$ cat config.mk
export PLATFORM = sky130hd
export DESIGN_NAME = lsu_mem_master_flat
export DESIGN_NICKNAME = d
export VERILOG_FILES = /design/src/rtl/lsu_mem_master_if.sv /design/src/rtl/lsu_mem_master.sv /design/src/flat_wrapper.sv
export SDC_FILE = /design/constraint.sdc
export NUM_CORES = 1
export LEC_CHECK = 0
export CAP_MARGIN = 20
export CORE_MARGIN = 4
export CORE_UTILIZATION = 51
export CTS_CLUSTER_SIZE = 28
export DETAILED_ROUTE_END_ITERATION = 8
export GPL_ROUTABILITY_DRIVEN = 0
export PLACE_DENSITY = 0.79
export SYNTH_ARGS = -nofsm -noshare
export SYNTH_HDL_FRONTEND = slang
export SYNTH_SLANG_ARGS = --single-unit
$ cat constraint.sdc
create_clock -name clk -period 3.8 [get_ports clk]
set_clock_uncertainty 0.15 [all_clocks]
set_input_delay 0.76 -clock clk [delete_from_list [all_inputs] [get_ports clk]]
set_output_delay 0.76 -clock clk [all_outputs]
set_load 0.1 [all_outputs]
$ cat src/rtl/lsu_mem_master_if.sv
// lsu_mem_master_if
//   Memory-side bus between the load/store unit and the byte-addressed,
//   little-endian data memory. Memory read is combinational from mem_addr.
//   Memory write happens on the rising clock edge.
//   Ports (signals):
//     mem_we     LSU -> mem  write strobe
//     mem_be     LSU -> mem  byte-lane enables (lane n = bits 8n+7:8n)
//     mem_addr   LSU -> mem  word-aligned byte address
//     mem_wdata  LSU -> mem  lane-aligned write data
//     mem_rdata  mem -> LSU  word read data
//   Modports: master = LSU side, slave = memory side.
interface lsu_mem_master_if #(
  parameter int ADDR_W = 32
);
  logic              mem_we;
  logic [3:0]        mem_be;
  logic [ADDR_W-1:0] mem_addr;
  logic [31:0]       mem_wdata;
  logic [31:0]       mem_rdata;

  modport master (
    output mem_we, mem_be, mem_addr, mem_wdata,
    input  mem_rdata
  );

  modport slave (
    input  mem_we, mem_be, mem_addr, mem_wdata,
    output mem_rdata
  );
endinterface

$ cat src/rtl/lsu_mem_master.sv
// lsu_mem_master
//   Load/store initiator between the core MEM stage and the data memory.
//   The unit takes one request at a time. It builds byte enables and
//   lane-shifted write data. An access that crosses a word boundary is
//   split into two word accesses. For loads, it merges, shifts and
//   sign/zero-extends the read data into one response.
//   Optional feature: define LSU_MISALIGN_TRAP_EN to trap naturally
//   misaligned H/HU/W accesses instead of executing them.
//   Ports:
//     clk, rst_n          clock, asynchronous active-low reset
//     req_valid/req_ready request handshake
//     req_we, req_funct3  store flag, RV32I width code
//     req_addr, req_wdata byte address, LSB-justified store data
//     rsp_valid           one-cycle completion pulse
//     rsp_rdata           extended load data (0 for stores)
//     rsp_misalign        misalignment trap flag
//     bus                 memory-side master modport
module lsu_mem_master #(
  parameter int ADDR_W = 32
) (
  input  logic        clk,
  input  logic        rst_n,
  input  logic        req_valid,
  output logic        req_ready,
  input  logic        req_we,
  input  logic [2:0]  req_funct3,
  input  logic [31:0] req_addr,
  input  logic [31:0] req_wdata,
  output logic        rsp_valid,
  output logic [31:0] rsp_rdata,
  output logic        rsp_misalign,
  lsu_mem_master_if.master bus
);

  typedef enum logic [1:0] {IDLE, ACC0, ACC1, RESP} state_t;

  state_t            state, state_nxt;
  logic              we_q;
  logic [2:0]        f3_q;
  logic [ADDR_W-1:0] addr_q;
  logic [31:0]       wdata_q, lo_q, rdata_q;

  logic [1:0]        off;
  logic [3:0]        size_mask;
  logic              valid_op, trap, access, do_split;
  logic [7:0]        be_wide;
  logic [63:0]       wd_wide;
  logic [ADDR_W-1:0] word_addr, next_word;
  logic [31:0]       hi_word, lo_word, raw, ext;

  assign off = addr_q[1:0];

  // Width decode. The reserved width codes leave valid_op low, so the
  // request goes through the normal latency without touching memory.
  always_comb begin
    size_mask = 4'b0000;
    valid_op  = 1'b1;
    case (f3_q)
      3'b000, 3'b100: size_mask = 4'b0001;
      3'b001, 3'b101: size_mask = 4'b0011;
      3'b010:         size_mask = 4'b1111;
      default:        valid_op  = 1'b0;
    endcase
  end

  // Shift the enables and data into a two-word window.
  // The low half drives the first access; the high half drives the
  // second access of a split.
  assign be_wide = {4'b0000, size_mask} << off;
  assign wd_wide = {32'h0, wdata_q} << {off, 3'b000};

`ifdef LSU_MISALIGN_TRAP_EN
  logic nat_misalign;
  assign nat_misalign = (f3_q[1:0] == 2'b01 && off[0]) ||
                        (f3_q[1:0] == 2'b10 && off != 2'b00);
  assign trap = valid_op && nat_misalign;
`else
  assign trap = 1'b0;
`endif

  assign access    = valid_op && !trap;
  assign do_split  = access && (be_wide[7:4] != 4'b0000);
  assign word_addr = {addr_q[ADDR_W-1:2], 2'b00};
  assign next_word = word_addr + ADDR_W'(4);

  // Load alignment. In ACC0 the live read word is the low half. In ACC1
  // the saved ACC0 word is the low half and the live read is the high half.
  assign hi_word = (state == ACC1) ? bus.mem_rdata : 32'h0;
  assign lo_word = (state == ACC1) ? lo_q : bus.mem_rdata;
  assign raw     = 32'({hi_word, lo_word} >> {off, 3'b000});

  always_comb begin
    ext = 32'h0;
    case (f3_q)
      3'b000:  ext = {{24{raw[7]}}, raw[7:0]};
      3'b001:  ext = {{16{raw[15]}}, raw[15:0]};
      3'b010:  ext = raw;
      3'b100:  ext = {24'h0, raw[7:0]};
      3'b101:  ext = {16'h0, raw[15:0]};
      default: ext = 32'h0;
    endcase
  end

  assign req_ready    = (state == IDLE) && rst_n;
  assign rsp_valid    = (state == RESP);
  assign rsp_rdata    = rsp_valid ? rdata_q : 32'h0;
  assign rsp_misalign = rsp_valid && trap;

  // State register and the held request fields.
  // The load result is captured at the end of the last access cycle.
  always_ff @(posedge clk or negedge rst_n) begin
    if (!rst_n) begin
      state   <= IDLE;
      we_q    <= 1'b0;
      f3_q    <= 3'b000;
      addr_q  <= '0;
      wdata_q <= 32'h0;
      lo_q    <= 32'h0;
      rdata_q <= 32'h0;
    end else begin
      state <= state_nxt;
      case (state)
        IDLE: begin
          if (req_valid) begin
            we_q    <= req_we;
            f3_q    <= req_funct3;
            addr_q  <= req_addr[ADDR_W-1:0];
            wdata_q <= req_wdata;
            rdata_q <= 32'h0;
          end
        end
        ACC0: begin
          lo_q <= bus.mem_rdata;
          if (!do_split) begin
            rdata_q <= (access && !we_q) ? ext : 32'h0;
          end
        end
        ACC1: rdata_q <= we_q ? 32'h0 : ext;
        default: ;
      endcase
    end
  end

  // Next-state logic and memory bus drive.
  // The bus is quiet unless a real access is in progress.
  always_comb begin
    state_nxt     = state;
    bus.mem_we    = 1'b0;
    bus.mem_be    = 4'b0000;
    bus.mem_addr  = '0;
    bus.mem_wdata = 32'h0;
    case (state)
      IDLE: if (req_valid) state_nxt = ACC0;
      ACC0: begin
        if (access) begin
          bus.mem_we    = we_q;
          bus.mem_be    = be_wide[3:0];
          bus.mem_addr  = word_addr;
          bus.mem_wdata = wd_wide[31:0];
        end
        state_nxt = do_split ? ACC1 : RESP;
      end
      ACC1: begin
        bus.mem_we    = we_q;
        bus.mem_be    = be_wide[7:4];
        bus.mem_addr  = next_word;
        bus.mem_wdata = wd_wide[63:32];
        state_nxt     = RESP;
      end
      RESP:    state_nxt = IDLE;
      default: state_nxt = IDLE;
    endcase
  end

endmodule

$ cat src/flat_wrapper.sv
// flat-port wrapper written by rule: the top's interface ports become plain ports
module lsu_mem_master_flat 
#(
  parameter int ADDR_W = 32
)
  (clk, rst_n, req_valid, req_ready, req_we, req_funct3, req_addr, req_wdata, rsp_valid, rsp_rdata, rsp_misalign, bus_mem_we, bus_mem_be, bus_mem_addr, bus_mem_wdata, bus_mem_rdata);
  lsu_mem_master_if #(.ADDR_W(ADDR_W)) bus_i ();
  input  logic clk;
  input  logic rst_n;
  input  logic req_valid;
  output logic req_ready;
  input  logic req_we;
  input  logic [2:0] req_funct3;
  input  logic [31:0] req_addr;
  input  logic [31:0] req_wdata;
  output logic rsp_valid;
  output logic [31:0] rsp_rdata;
  output logic rsp_misalign;
  output wire logic [$bits(bus_i.mem_we)-1:0] bus_mem_we;
  output wire logic [$bits(bus_i.mem_be)-1:0] bus_mem_be;
  output wire logic [$bits(bus_i.mem_addr)-1:0] bus_mem_addr;
  output wire logic [$bits(bus_i.mem_wdata)-1:0] bus_mem_wdata;
  input wire logic [$bits(bus_i.mem_rdata)-1:0] bus_mem_rdata;
  assign bus_mem_we = bus_i.mem_we;
  assign bus_mem_be = bus_i.mem_be;
  assign bus_mem_addr = bus_i.mem_addr;
  assign bus_mem_wdata = bus_i.mem_wdata;
  assign bus_i.mem_rdata = bus_mem_rdata;
  lsu_mem_master #(.ADDR_W(ADDR_W)) u_core (.clk(clk), .rst_n(rst_n), .req_valid(req_valid), .req_ready(req_ready), .req_we(req_we), .req_funct3(req_funct3), .req_addr(req_addr), .req_wdata(req_wdata), .rsp_valid(rsp_valid), .rsp_rdata(rsp_rdata), .rsp_misalign(rsp_misalign), .bus(bus_i));
endmodule
==> impl_metrics.toml <==
[global_routing]
overflow = 0
grt_pass1_vias = 8056
track_usage_pct = 28.0
antenna_found_initial = 3
grt_pass1_wl_mm = 43.1
grt_max_degree = 66

[yosys]
synth.largest_area_cell = "dfrtp_1"
synth_edf_count = 0
ys_ff_latch = 134
synth-seq-area-share_pct = 38.6
synth_area_um2 = 8700
yosys-top-cells-count = "138 x mux2_2, 134 x dfrtp_1, 91 x nand2_1, 53 x and2_1, 49 x mux2i_1"
synth_ff_type = "dfrtp_1"
postSynthCellCount = 891
synth_area_per_cell_um2 = 9.76
synth.distinct_cells = 60
synth_top_area_share_pct = 38.6
synth_area_leaders = "dfrtp_1 39%, mux2_2 18%, mux2i_1 5.6%"
synthArstFlopShare_pct = 100
synth_most_common_cell = "mux2_2"
yosysWarnings = 0

[final_layout]
fin_nets = 1184
area_growth_pct = 42.1
multiInputGateArea_um2 = 5170
final-seq-area_um2 = 3360
drive_above_1_share_pct = 31.3
n_fill_cell = 1157

[critical_path]
crit_cells = 7
cp_num_buf_inv = 1
r2r.worst_path.cells = 8
cpLargestDelayFamily = "simple AND/OR/NAND/NOR gates"
cp-end-kind = "output pin"
crit_chain = "ha_2 > nand4_4 > or3_4 > or4_4 > or3_1 > o211ai_1 > clkbuf_16"
slowest_delay_ps = 490
critPathMaxFanout = 5
crit_type = "flip-flop to output pin"
required_ps = 2890
arrival_ps = 2800
crit_slowest_cell = "or4_4"
cp-start-kind = "flip-flop"

[sta]
finalSetupViolCount = 0
fin_crit_sh_pct = 97.8
finalSetupTns_ps = 0
slew_headroom_pct = 40.5
hold_viol_final = 0
min_period_ps = 3710
slew_violations = 0
fmax_ghz = 0.269
worst_pin_slew_ps = 893

[drt]
antenna_left = 0
drt-total-wl_mm = 27.1
first_iter_violations = 716
routed_via_density = 6.03
drc = 0
avgRoutedWirePerCell_um = 20.8
drt_pass1_iterations = 7
num_vias = 7886

[clock_tree]
cts_buffers = 17
postCtsHoldBufs = 0
cts_buffer_depth = 2
insertion_delay_ps = 420
cts_tree = "yes"
clock-sinks = 134
clk_pin_slew_ps = 60
root_buffer = "clkbuf_16"
htree_levels = 4

[die]
num_rows = 47
io_pins = 207
die-area_um2 = 19200
die_h_um = 139
die_w_um = 139
design.core.area_um2 = 16600
initial_utilization_pct = 52.3

[run_status]
status = "finished clean"

[placed_design]
io_buffers = 203
hpwl_mm = 19.4

[flow_run]
max-cap-violations = 0

[worst_hold_path]
hold_path_class = "primary input to async pin"
-- timing repair --
action	4_1_cts	5_1_grt
gates resized for setup	4	11
buffers inserted	2	0
pin swaps	0	1
gates cloned	0	0
setup endpoints to repair	4	29
-- cells in the final DEF (no fill, tap or decap), drive strengths merged, types with 7 or more instances in the layout --
cell           instances
nand3                 29
mux2                 138
o21a                   7
a21oi                 26
a22oi                 22
o211ai                 9
o2bb2ai                7
nor2b                 20
ha                     7
inv                   12
a221o                 16
nand4                  7
clkbuf                19
o21ai                 35
clkdlybuf4s50        101
nor3                  10
mux2i                 49
o22ai                  9
a22o                  17
nand2                 91
dfrtp                134
nor2                  35
buf                  132
a211oi                 8
and2                  53
or3                    9
and3                  15
-- state kept, by name, summed over array words and instances (netlist names) --
register	cells
u_core.state	2
u_core.lo_q	32
u_core.rdata_q	32
u_core.we_q	1
u_core.wdata_q	32
u_core.addr_q	32
u_core.f3_q	3
-- cell families (layout without fill, tap and decap cells) --
kind of cell	after synthesis	in the layout	synth area share, %
flops	134	134	38.6
other cells	1	5	0.0431
fa+ha+maj	7	7	1.01
mux	187	187	23.5
compound gates	185	185	15.3
simple gates	286	286	16.7
xor+xnor	8	8	0.806
buf+inv	83	275	4.07
-- worst register-to-register path: stages (launching register included) --
cell and delay (ps):
dfrtp_1 410, inv_1 200, ha_4 240, buf_4 460
mux2i_1 230, a22oi_1 220, nand4_1 400, a211oi_2 760
a221o_1 210
-- through the flow --
stage	hold WS (ps)	std cells	setup WS, ps	utilization [%]	instance area [um2]
5_1_grt	91.7	1307	-43.6	74.2	12400
2_1_floorplan	299	893	-150	-	8820
6_report	72.2	1307	85.3	74.2	12400
3_3_place_gp	319	1273	337	70.0	11600
3_5_place_dp	322	1273	218	70.0	11600
4_1_cts	74.1	1305	2.87	73.8	12300
-- worst paths after layout --
kind	from	end	slack [ps]
worst max-delay path	u_core.addr_q[3]	bus_mem_addr[30]	90
worst min-delay path	rst_n	u_core.lo_q[27]	70
worst max register to register	u_core.state[0]	u_core.rdata_q[18]	470
worst min register to register	u_core.rdata_q[4]	u_core.rdata_q[4]	330
max in group asynchronous	rst_n	u_core.addr_q[0]	2170
min in group clk	u_core.rdata_q[4]	u_core.rdata_q[4]	330
-- layout make-up --
class,count,share of cell area (%)
inverters,11,0.334
multi-input cells,676,41.9
clock buffers,18,3.55
well taps,220,2.23
clock inverters,12,1.44
diodes,2,0.0405
flip-flops and latches,134,27.2
repair buffers,234,23.4
-- routing by layer --
layer  global-route usage (%)  vias to the layer above  wire length, um
li1                         -                     3610                -
met1                     34.8                     3829            10400
met2                     46.1                      382            13300
met3                     8.38                       63             2520
met4                     10.6                        2              841
met5                        0                        -               13
Power is not shown: default switching activity piles up to over one toggle a cycle in this logic, so the estimate is an artifact.
